<file path="src/rtl/md_pkg.sv">
// Shared particle-data definitions for the MD pipeline stages.
// A particle word is {valid, z, y, x}, with each lane a signed 32-bit value.
package md_pkg;
    localparam int WORD_W     = 32;
    localparam int PARTICLE_W = 97;
    localparam int VALID_BIT  = 96;
    localparam int LANES_W    = 3 * WORD_W;

    typedef struct packed {
        logic                     valid;
        logic signed [WORD_W-1:0] z;
        logic signed [WORD_W-1:0] y;
        logic signed [WORD_W-1:0] x;
    } particle_t;

    typedef enum logic [1:0] {
        S_IDLE,
        S_STREAM,
        S_DRAIN,
        S_DONE
    } state_t;

    // Lane k of a packed {z,y,x} vector: k=0 is x, k=2 is z.
    function automatic logic signed [WORD_W-1:0] lane(input logic [LANES_W-1:0] vec, input int k);
        return vec[k*WORD_W +: WORD_W];
    endfunction
endpackage

</file>
<file path="src/rtl/vec3_shift_add.sv">
// Three-lane signed v + (f >>> SH), two's-complement wrap, purely combinational.
module vec3_shift_add
    import md_pkg::*;
#(
    parameter int SH = 4
) (
    input  logic [LANES_W-1:0] v,
    input  logic [LANES_W-1:0] f,
    output logic [LANES_W-1:0] sum
);
    for (genvar k = 0; k < 3; k++) begin : g_lane
        assign sum[k*WORD_W +: WORD_W] = lane(v, k) + (lane(f, k) >>> SH);
    end
endmodule

</file>
<file path="src/rtl/velocity_updater.sv">
// Streams one cell's particle list, writes v + (f >>> DT_SHIFT) into the opposite
// velocity bank and clears each consumed force entry.
module velocity_updater
    import md_pkg::*;
#(
    parameter int DEPTH    = 16,
    parameter int DT_SHIFT = 4
) (
    input  logic                  clk,
    input  logic                  reset,
    input  logic                  ready,
    input  logic                  double_buffer,
    output logic                  done,
    output logic [WORD_W-1:0]     count,
    output logic [WORD_W-1:0]     vaddr,
    output logic [WORD_W-1:0]     faddr,
    input  logic [PARTICLE_W-1:0] r_v_cache,
    input  logic [PARTICLE_W-1:0] r_f_cache,
    output logic [WORD_W-1:0]     v_waddr,
    output logic [PARTICLE_W-1:0] w_v_cache,
    output logic                  v_we,
    output logic [WORD_W-1:0]     f_waddr,
    output logic [PARTICLE_W-1:0] w_f_cache,
    output logic                  f_we
);
    state_t             state;
    logic               bank_sel;
    logic [WORD_W-1:0]  index;
    logic [WORD_W-1:0]  d_idx;
    logic               a_vld;
    logic               d_vld;
    logic [WORD_W-1:0]  rd_base;
    logic [WORD_W-1:0]  wr_base;
    particle_t          rv;
    particle_t          rf;
    logic [LANES_W-1:0] force_lanes;
    logic [LANES_W-1:0] new_v;
    logic               live;
    logic               take;
    logic               term;

    assign rd_base   = bank_sel ? WORD_W'(DEPTH) : '0;
    assign wr_base   = bank_sel ? '0 : WORD_W'(DEPTH);
    assign w_f_cache = '0;

    assign rv          = r_v_cache;
    assign rf          = r_f_cache;
    assign force_lanes = rf.valid ? {rf.z, rf.y, rf.x} : '0;

    // a_vld marks an address on the bus; d_vld marks its data arriving one cycle later.
    assign live = (state == S_STREAM) || (state == S_DRAIN);
    assign take = live && d_vld && rv.valid;
    assign term = live && d_vld && !rv.valid;

    vec3_shift_add #(.SH(DT_SHIFT)) u_shift_add (
        .v   ({rv.z, rv.y, rv.x}),
        .f   (force_lanes),
        .sum (new_v)
    );

    always_ff @(posedge clk or negedge reset) begin
        if (!reset) begin
            state     <= S_IDLE;
            bank_sel  <= 1'b0;
            index     <= '0;
            d_idx     <= '0;
            a_vld     <= 1'b0;
            d_vld     <= 1'b0;
            done      <= 1'b0;
            count     <= '0;
            vaddr     <= '0;
            faddr     <= '0;
            v_waddr   <= '0;
            w_v_cache <= '0;
            v_we      <= 1'b0;
            f_waddr   <= '0;
            f_we      <= 1'b0;
        end else begin
            v_we  <= 1'b0;
            f_we  <= 1'b0;
            d_vld <= a_vld;
            d_idx <= faddr;

            if (take) begin
                v_we      <= 1'b1;
                f_we      <= 1'b1;
                w_v_cache <= {1'b1, new_v};
                v_waddr   <= wr_base + d_idx;
                f_waddr   <= d_idx;
                count     <= count + 32'd1;
            end

            case (state)
                S_IDLE: begin
                    a_vld <= 1'b0;
                    d_vld <= 1'b0;
                    if (ready) begin
                        state    <= S_STREAM;
                        done     <= 1'b0;
                        count    <= '0;
                        index    <= '0;
                        bank_sel <= double_buffer;
                    end
                end
                S_STREAM: begin
                    // An invalid entry ends the list; reads still in flight are dropped.
                    if (term) begin
                        state <= S_DONE;
                        done  <= 1'b1;
                        a_vld <= 1'b0;
                        d_vld <= 1'b0;
                    end else begin
                        vaddr <= rd_base + index;
                        faddr <= index;
                        a_vld <= 1'b1;
                        index <= index + 32'd1;
                        if (index == WORD_W'(DEPTH - 1)) state <= S_DRAIN;
                    end
                end
                S_DRAIN: begin
                    a_vld <= 1'b0;
                    if (term || (!a_vld && !d_vld)) begin
                        state <= S_DONE;
                        done  <= 1'b1;
                        d_vld <= 1'b0;
                    end
                end
                S_DONE: begin
                    state <= S_IDLE;
                    a_vld <= 1'b0;
                    d_vld <= 1'b0;
                end
                default: state <= S_IDLE;
            endcase
        end
    end
endmodule
</file>
<file path="config.mk">
export PLATFORM = sky130hd
export DESIGN_NAME = velocity_updater
export DESIGN_NICKNAME = d
export VERILOG_FILES = /design/src/rtl/md_pkg.sv /design/src/rtl/vec3_shift_add.sv /design/src/rtl/velocity_updater.sv
export SDC_FILE = /design/constraint.sdc
export NUM_CORES = 1
export LEC_CHECK = 0
export CORE_UTILIZATION = 45
export DETAILED_ROUTE_END_ITERATION = 10
export PLACE_DENSITY = 0.86
export SYNTH_ARGS = -nofsm -noshare
export SYNTH_HDL_FRONTEND = slang
export SYNTH_HIERARCHICAL = 1
export SYNTH_SLANG_ARGS = --single-unit
</file>
<file path="constraint.sdc">
create_clock -name clk -period 2.1 [get_ports clk]
set_input_delay 0.21 -clock clk [delete_from_list [all_inputs] [get_ports clk]]
set_output_delay 0.21 -clock clk [all_outputs]
set_load 0.05 [all_outputs]
</file>
# After elaboration in Yosys (flattened, before gate mapping)
# Cells that the tools add are included.
# op_classes
n_addsub,7
n_bitwise,1
mux,24
reduce_logical,19
n_eq_ne,9
# ops
operator,n
two-way mux 32 bit,5
adder 32 x 28 -> 32 bit,3
two-way mux 96 bit,1
adder 32 x 1 -> 32 bit (second input constant),2
adder 5 x 32 -> 32 bit,2
case mux 32 bit (2 select lines),1
equality test 32 x 4 -> 1 bit (second input constant),1
two-way mux 5 bit,2
two-way mux 2 bit,4
case mux 2 bit (4 select lines),1
two-way mux 1 bit,7
!= test 2 bit (second input constant),3
case mux 1 bit (3 select lines),2
AND reduction 3 bit,2
equality test 2 bit (second input constant),2
logical AND 1 bit,4
AND reduction 2 bit,2
AND reduction 4 bit,1
logical NOT 1 bit,3
!= test 3 x 2 -> 1 bit (second input constant),1
nonzero test 3 bit,1
OR reduction 3 bit,1
equality test 2 x 1 -> 1 bit (second input constant),1
logical NOT 2 bit,1
6 further kinds,7
# totals
register_bits,328
in_bits,198
word_cells,74
output_inout_bits,357

# Depth between registers and ports, before layout
# Gate-level depths: netlist of the first run.
# logic_depth
ltp_word,7
ltp_mapped,14
depth_no_buf,12

# Hierarchy
# Netlist of the first run, hierarchy kept.
# modules_own_cells
module,n_inst,seq_area_each_um2,cells_per_inst,area_per_inst_um2
velocity_updater,1,8007.7,1675,15130.8
vec3_shift_add,1,0.0,755,5406.4

# Least setup slack after synthesis of the first run
# No wires, ideal clock.
# synth_timing
path_type,input to register
from,in r_f_cache[96]
to,reg w_v_cache[94]
setup_slack_ns,-0.608
setup_ns,0.118
cell_stages,14
arrival_ns,2.591
t_required_ns,1.982
cell_sequence,clkbuf_1 > clkbuf_1 > and2_1 > ha_1 > fa_1 > a21oi_1 > o211ai_1 > a21o_1 > a31o_2 > a31oi_4 > o41ai_2 > xor2_1 > nand2_1 > nand2_1
# synth_between
elab_chain_cells,2
# synth_rtl
element,line,rtl
"start, declared",velocity_updater.sv:18,"input logic [PARTICLE_W-1:0] r_f_cache,"
two-way mux 96 bit,velocity_updater.sv:48,"assign force_lanes = rf.valid ? {rf.z, rf.y, rf.x} : '0;"
net force_lanes[68],velocity_updater.sv:36,logic [LANES_W-1:0] force_lanes;
adder 32 x 28 -> 32 bit,vec3_shift_add.sv:12,"assign sum[k*WORD_W +: WORD_W] = lane(v, k) + (lane(f, k) >>> SH);"
net new_v[94],velocity_updater.sv:37,logic [LANES_W-1:0] new_v;
"end signal, assigned",velocity_updater.sv:87,"w_v_cache <= {1'b1, new_v};"
"end, declared",velocity_updater.sv:20,"output logic [PARTICLE_W-1:0] w_v_cache,"
# The timed path passes the listed nets, and every way through them passes these cells.
# A chain may end at the register's enable or synchronous reset.

# Final worst setup path of the first run
# layout_timing
from,in r_f_cache[80]
to,reg w_v_cache[88]
# Same word-level chain as after synthesis.

==> results of run 1 <==
==> layer usage <==
metal  share of wire (%)  GRT usage [%]  vias to the layer above  wire length (microns)
met5                   0              0                        -                      0
li1                    -              -                     9540                      -
met4                 5.3           13.9                        0                   3970
met3                 5.5           4.06                      209                   4160
met2                  49           51.4                      860                  36600
met1                  40           38.3                    10106                  30200
==> power breakdown <==
part / switching (mW) / internal (mW) / leakage (nW)
registers: 0.798 / 7.22 / 4.31
logic: 8.02 / 4.50 / 10.2
clock network: 2.83 / 4.51 / 0.686
==> worst max-delay path, cell delays in order <==
cell and delay, ns:
clkdlybuf4s50_1 0.40, and2_1 0.17, ha_2 0.18, a21o_1 0.17
buf_4 0.14, a211o_1 0.29, a21oi_1 0.16, o31a_1 0.27
o31ai_1 0.12, a21oi_1 0.24, xnor2_1 0.16, nand2_1 0.08
nand2_1 0.09
==> stage by stage <==
step | power, mW | instance area (sq um) | util, %
after floorplan | 15.5 | 21400 | -
after global placement | 19.6 | 28000 | 62.9
after detailed placement | 19.9 | 28000 | 62.9
after CTS | 27.5 | 30000 | 67.4
after global routing | 29.0 | 31100 | 69.9
final | 27.9 | 31100 | 69.9
==> placed cells by master, fill, tap and decap left out, drive strengths merged, types with 12 or more instances in the layout <==
master / instances
clkdlybuf4s50: 356
nand2: 639
buf: 410
and2: 99
and4: 12
and3: 28
or3: 16
xnor2: 86
conb: 97
nand4: 61
clkbuf: 60
dlygate4sd2: 37
nand3: 61
o211ai: 14
nor4: 23
a31oi: 16
a21o: 62
dlymetal6s2s: 36
o21ai: 118
ha: 105
a21oi: 107
a211oi: 13
nor3: 36
xor2: 95
nor2: 111
dfrtp: 320
inv: 31
==> flip-flops by register name, summed over array words and instances (netlist names) <==
signal,cells
count,32
vaddr,32
faddr,28
a_vld,1
w_v_cache,97
done,1
f_waddr,28
index,32
d_vld,1
bank_sel,1
f_we,1
v_waddr,32
d_idx,32
state,2
==> cell type report <==
class / count / area [sq um] / area share (%)
Sequential cell: 320 / 8010 / 25.8
Clock buffer: 55 / 1130 / 3.62
Timing Repair Buffer: 849 / 7840 / 25.2
Multi-Input combinational cell: 1929 / 13000 / 41.8
Clock inverter: 16 / 274 / 0.881
Antenna cell: 2 / 5.00 / 0.0161
Tap cell: 592 / 741 / 2.38
Inverter: 29 / 111 / 0.358
==> repair_timing <==
item / CTS / global route
buffers inserted: 13 / 26
setup endpoints to repair: 72 / 170
pin swaps: 95 / 118
hold endpoints to repair: 61 / 0
gates cloned: 1 / 3
hold buffers: 1 / 0
resized for setup: 143 / 186
==> worst paths after layout <==
path,depth (start not counted),end,slack [ns],from
setup reg to reg,5,count[23],0.07,count[5]
setup / recovery,13,w_v_cache[88],-0.11,r_f_cache[80]
min in group asynchronous,2,w_v_cache[17],0.16,reset
hold reg to reg,0,d_idx[13],0.40,faddr[13]
hold / removal,5,w_v_cache[64],0.12,r_f_cache[68]
max in group asynchronous,3,v_waddr[30],1.11,reset
==> results.cfg, run 1 <==
[floorplanning]
die_x_microns = 215
dieArea_sq_um = 46300
die_y_microns = 215
pin_count = 555
initial_core_util_pct = 46.0
rows = 77
coreArea_sq_um = 44500

[power]
worst_ir_drop_vdd_uv = 752
p_per_area_nw_per_um2 = 896
leakage_nw = 15.2

[setup_path]
arrival_ns = 2.70
crit_fanout = 3
cp-end-kind = flop
start_kind = primary input
worstPathRequired_ns = 2.59
crit_type = in2reg

[drt]
drc = 0
num_vias = 20715
wl_per_cell_microns = 19.8
drt-vias-per-instance = 5.46
drtPass1Iterations = 5
drtAntennaViolNets = 0
drt_iter0_drc = 1615
drt_wl_total_microns = 74900

[grt]
grt.total_usage_pct = 30.3
grt_pass1_vias = 20310
grt_overflow = 0
grt_pass1_wl_microns = 112000
grt_max_degree = 186
antenna_found_initial = 2

[clocking]
cts.clk_slew.worst_paths_ns = 0.06
numCtsBuffers = 39
cts_tree = yes
cts_root_buf = clkbuf_16
cts_sinks = 320
clk_path_buf_depth = 3
worst_skew_pair.late_latency_ns = 0.57
h-tree-depth = 2

[sta]
hold_ws_ns = 0.117
setup_viol = 9
rsz0062_at_grt = true
setup-tns-final_ns = -0.408
finalHoldViolations = 0
tightestPinTransition_ns = 0.828
worst_slack_ns = -0.108
finalClockSkew_ns = 0.0161
drv_slew = 0
final.min_clock_period_ns = 2.21
max_slew_margin_pct = 44.8
clock.fmax_mhz = 453
period_share_pct = 105

[final_layout]
layout.nets = 3474
drive_gt1_share_pct = 23.7
fillCellCount = 3272
final_cells = 3792
syn_to_final_growth_pct = 52.0

[logic_synthesis]
ys_warn_count = 6
syn-instance-count = 2418
syn_avg_cell_area_sq_um = 8.46
syn_area_sq_um = 20500

[place]
gp_congestion = 0.975
dp_hpwl_microns = 54100
dp.cells = 3676
post-place-ws_ns = -0.895
port_buffers = 445

[flow_run]
maxCapViolations = 0

[worst_hold_path]
min_path_type = in2reg

[run_status]
violations = setup timing
outcome = finished, violations left
No activity file was read; power rests on OpenSTA's default activity.
==> run 2: changes to the inputs <==
Settings changed: ABC_CLOCK_PERIOD_IN_PS from default to 2100, CORE_UTILIZATION 45 to 30, PLACE_DENSITY 0.86 to 0.64.
==> results.cfg, run 2 (synthesis results as in run 1) <==
[final_layout]
final_util_pct = 47.0
seqCellArea_sq_um = 8010
fillCellCount = 6444
final_cells = 4097
syn_to_final_growth_pct = 54.4
top_register = w_v_cache
multiInputGateArea_sq_um = 13000
final_cell_mix = 633 x nand2_1, 398 x buf_4, 368 x clkdlybuf4s50_1, 320 x dfrtp_1, 101 x nor2_1
layout_commonest_cell = nand2_1
drive_gt1_share_pct = 23.5
layout.nets = 3494
largest_reg_flops = 97

[setup_path]
path_common_cell = buf_12
crit_chain = buf_12, buf_12, buf_12, buf_16, and2_1, ha_1, a21o_1, a21o_1, a311oi_1, o31ai_1, a21oi_1, o41ai_4, xor2_1, nand2_1, nand2_1
cp_top_family = compound AO/OA/AOI/OAI gates
crit_fanout = 6
critPathLaunch = r_f_cache[96]
arrival_ns = 2.69
cp_slowest_cell = a21oi_1
crit_type = in2reg
reg2reg_from = index[18]
start_kind = primary input
cp_num_buf_inv = 4
worstPathRequired_ns = 2.58
critPathMaxStageDelay_ns = 0.30
cp-end-kind = flop

[grt]
grt_pass1_vias = 18943
grt_pass1_wl_microns = 112000
antenna_found_initial = 5
met1_usage_pct = 27.9
met2_usage_pct = 34.0
met3_usage_pct = 3.29
top_usage_layer = met2
grt_overflow = 0
grt_max_degree = 56
grt.total_usage_pct = 20.7

[clocking]
cts.clk_slew.worst_paths_ns = 0.06
worst_skew_pair.late_latency_ns = 0.59
cts_sinks = 320
h-tree-depth = 2
numCtsBuffers = 41
clk_path_buf_depth = 3
cts_root_buf = clkbuf_16
cts_tree = yes

[floorplanning]
rows = 95
initial_core_util_pct = 30.4
coreArea_sq_um = 67300
pin_count = 555
dieArea_sq_um = 69300
die_y_microns = 263
die_x_microns = 263

[drt]
wl_per_cell_microns = 18.3
drt_iter0_drc = 1159
drt-vias-per-instance = 4.80
drt_wl_total_microns = 74900
num_vias = 19663
drtAntennaViolNets = 0
drc = 0
drtPass1Iterations = 5

[sta]
max_slew_margin_pct = 53.7
rsz0062_at_grt = true
period_share_pct = 105
finalClockSkew_ns = 0.0260
hold_ws_ns = 0.107
clock.fmax_mhz = 452
drv_slew = 0
finalHoldViolations = 0
worst_slack_ns = -0.113
setup_viol = 13
tightestPinTransition_ns = 0.693
final.min_clock_period_ns = 2.21

[run_status]
violations = setup timing
outcome = finished, violations left

[worst_hold_path]
min_from = r_v_cache[0]
min_path_type = in2reg

[place]
dp.cells = 3987
port_buffers = 445
dp_hpwl_microns = 57200
gp_congestion = 0.940

[power]
leakage_nw = 15.2
p_per_area_nw_per_um2 = 888
worst_ir_drop_vdd_uv = 525

[flow_run]
maxCapViolations = 0
==> run 2: cell count changes in the layout (fill, tap and decap cells not counted), sizes merged <==
cell / delta
buf: +19
clkdlybuf4s50: +12
dlymetal6s2s: -8
diode: +3
clkdlybuf4s15: -2
bufbuf: -1
clkbuf: +1
clkinv: -1
clkinvlp: +1
dlygate4sd2: -1
inv: +1
==> run 2: cell type report <==
class / count / area share, %
timing repair buffer: 867 / 25.3
tap: 873 / 3.46
multi-input combinational: 1929 / 41.0
sequential: 320 / 25.3
clock inverter: 17 / 0.915
inverter: 29 / 0.352
antenna: 5 / 0.0396
clock buffer: 57 / 3.60
==> run 2: power breakdown <==
part           internal, mW  switching, mW  leakage [nW]
clock network          4.57           2.99         0.692
registers              7.22          0.704          4.31
logic                  4.59           7.97          10.2
total                  16.4           11.7          15.2
==> run 2: path summary, 6_finish.rpt <==
kind                            slack [ns]  depth (start not counted)             to
worst min register to register        0.40                          0      d_idx[14]
worst max register to register        0.06                          5      vaddr[31]
min in group asynchronous             0.14                          2      vaddr[13]
worst min-delay path                  0.11                          4   w_v_cache[0]
max in group asynchronous             1.14                          3  w_v_cache[69]
worst max-delay path                 -0.11                         15  w_v_cache[94]
==> run 2: what timing repair did <==
item | 4_1_cts | 5_1_grt
setup endpoints to repair | 58 | 80
gates cloned | 1 | 4
hold buffers | 1 | 0
setup buffers | 15 | 11
pin swaps | 68 | 85
resized for setup | 113 | 171
endpoints found under the hold margin | 261 | 0
==> run 2: metal layers <==
layer,wire [microns],part of all wire [%]
met5,11,0.015
met4,2550,3.4
met3,3370,4.5
met2,35400,47
met1,33600,45
==> run 2: stage by stage <==
step                setup TNS (ns)  power, mW  worst slack, ns  instance area, sq um
finish                      -0.499       28.0           -0.113                 31600
global route                 -2.02       29.4           -0.167                 31600
CTS                         -0.211       28.0          -0.0683                 30600
detailed placement          -40.95       20.1           -0.865                 28600
global placement            -40.00       20.0           -0.861                 28600
floorplan                    -7.13       15.5           -0.415                 21400
==> run 2: worst min-delay path, cell delays in order <==
cell and delay (ns):
dlygate4sd2_1 0.23, ha_4 0.12, nand2_1 0.04, nand2_1 0.05
==> run 3: changes to the inputs <==
Settings changed: CTS_BUF_LIST from default to sky130_fd_sc_hd__clkbuf_8.
==> results.cfg, run 3 (synthesis results as in run 1) <==
[final_layout]
largest_reg_flops = 97
layout_commonest_cell = nand2_1
stdcell_area_sq_um = 30400
top_register = w_v_cache
drive_gt1_share_pct = 21.4
final_cell_mix = 635 x nand2_1, 393 x buf_4, 320 x dfrtp_1, 234 x dlygate4sd2_1, 185 x clkdlybuf4s50_1
seqCellArea_sq_um = 8010
syn_to_final_growth_pct = 48.4
multiInputGateArea_sq_um = 12300
layout.nets = 3501
fillCellCount = 6671

[setup_path]
crit_type = in2reg
start_kind = primary input
cp-end-kind = flop
arrival_ns = 2.68
worstPathRequired_ns = 2.68
crit_fanout = 3

[grt]
antenna_found_initial = 4
grt_pass1_wl_microns = 112000
grt_max_degree = 56
grt_overflow = 0
grt_pass1_vias = 18993
grt.total_usage_pct = 20.6

[sta]
setup-tns-final_ns = 0
hold_ws_ns = 0.115
tightestPinTransition_ns = 0.683
rsz0062_at_grt = true
drv_slew = 0
max_slew_margin_pct = 54.7
setup_viol = 0
clock.fmax_mhz = 477
finalClockSkew_ns = 0.0472
finalHoldViolations = 0
final.min_clock_period_ns = 2.10
period_share_pct = 99.9

[floorplanning]
die_y_microns = 263
coreArea_sq_um = 67300
die_x_microns = 263
rows = 95
initial_core_util_pct = 30.4
dieArea_sq_um = 69300
pin_count = 555

[drt]
drt-vias-per-instance = 4.76
wl_per_cell_microns = 17.9
drt_iter0_drc = 1225
num_vias = 19585
drtAntennaViolNets = 0
drc = 0
drt_wl_total_microns = 73800
drtPass1Iterations = 5

[worst_hold_path]
min_path_type = in2reg

[place]
dp_hpwl_microns = 57200
placed_area_sq_um = 28600
gp_congestion = 0.940
port_buffers = 445

[flow_run]
maxCapViolations = 0

[clocking]
cts_tree = yes
clk_path_buf_depth = 3
cts_root_buf = clkbuf_8
worst_skew_pair.late_latency_ns = 0.70
numCtsBuffers = 60
cts_sinks = 320
cts.clk_slew.worst_paths_ns = 0.07
h-tree-depth = 2

[power]
leakage_nw = 15.6
worst_ir_drop_vdd_uv = 485
p_per_area_nw_per_um2 = 855

[run_status]
outcome = finished clean
==> run 3: changes by cell type in the layout (fill, tap and decap cells not counted), moves of 8 or more <==
cell	before	now
buf_6	10	2
dlygate4sd2_1	36	234
dlymetal6s2s_1	28	13
and2_4	39	22
and2_1	60	77
inv_1	27	43
a21oi_1	79	89
clkbuf_16	45	3
ha_1	49	68
clkdlybuf4s50_1	368	185
ha_4	50	34
clkbuf_8	5	80
clkbuf_1	11	0
==> run 3: path summary, 6_finish.rpt <==
check                         startpoint             to  slack (ns)  depth (start not counted)
min reg2reg                    faddr[14]      d_idx[14]        0.39                          0
min in group asynchronous          reset       faddr[5]        0.19                          3
max                        r_v_cache[64]  w_v_cache[92]       0.002                         12
max reg2reg                    index[18]      vaddr[31]        0.08                          5
max in group asynchronous          reset  w_v_cache[80]        1.45                          3
min                        r_f_cache[37]  w_v_cache[33]        0.11                          5
==> run 3: metrics by stage <==
step | power, mW | cells | utilization (%) | setup slack (ns)
global route | 27.4 | 4113 | 45.1 | -0.0788
CTS | 26.1 | 4099 | 44.2 | -0.0197
detailed placement | 20.1 | 3987 | 42.6 | -0.865
finish | 26.0 | 4113 | 45.1 | 0.00224
floorplan | 15.5 | 2514 | - | -0.415
global placement | 20.0 | 3987 | 42.6 | -0.861
==> run 3: layer usage <==
layer	global-route usage (%)	wire length (microns)	vias to the layer above	part of all wire [%]
li1	-	-	9610	-
met1	27.7	33200	9387	45
met2	34.0	35300	479	48
met3	3.34	3300	107	4.5
met4	5.82	2000	2	2.7
met5	0	11	-	0.015
==> run 3: cell type report <==
type | count | area share [%]
tap | 873 | 3.60
clock inverter | 24 | 0.536
sequential | 320 | 26.4
multi-input combinational | 1929 | 40.6
timing repair buffer | 855 | 24.9
inverter | 29 | 0.367
antenna | 3 | 0.0247
clock buffer | 80 | 3.63
==> run 3: power breakdown <==
part / internal (mW) / switching, mW / total, mW
sequential: 7.22 / 0.668 / 7.89
combinational: 3.84 / 7.83 / 11.7
clock: 3.53 / 2.89 / 6.42
total: 14.6 / 11.4 / 26.0
==> run 3: critical path: stages <==
cell and delay (ns):
clkdlybuf4s50_1 0.51, ha_4 0.16, fa_2 0.21, a21oi_2 0.07
o211ai_1 0.36, a21oi_2 0.12, o31a_1 0.39, o311a_1 0.31
o21ai_1 0.13, o211ai_1 0.10, nand2_1 0.07, nand2_1 0.05
==> run 3: timing repair <==
action / 4_1_cts / 5_1_grt
resized for setup: 248 / 102
pin swaps: 23 / 62
hold endpoints to repair: 321 / 2
endpoints found under the setup margin: 249 / 71
buffers inserted: 6 / 7
gates cloned: 0 / 3
hold buffers: 3 / 2
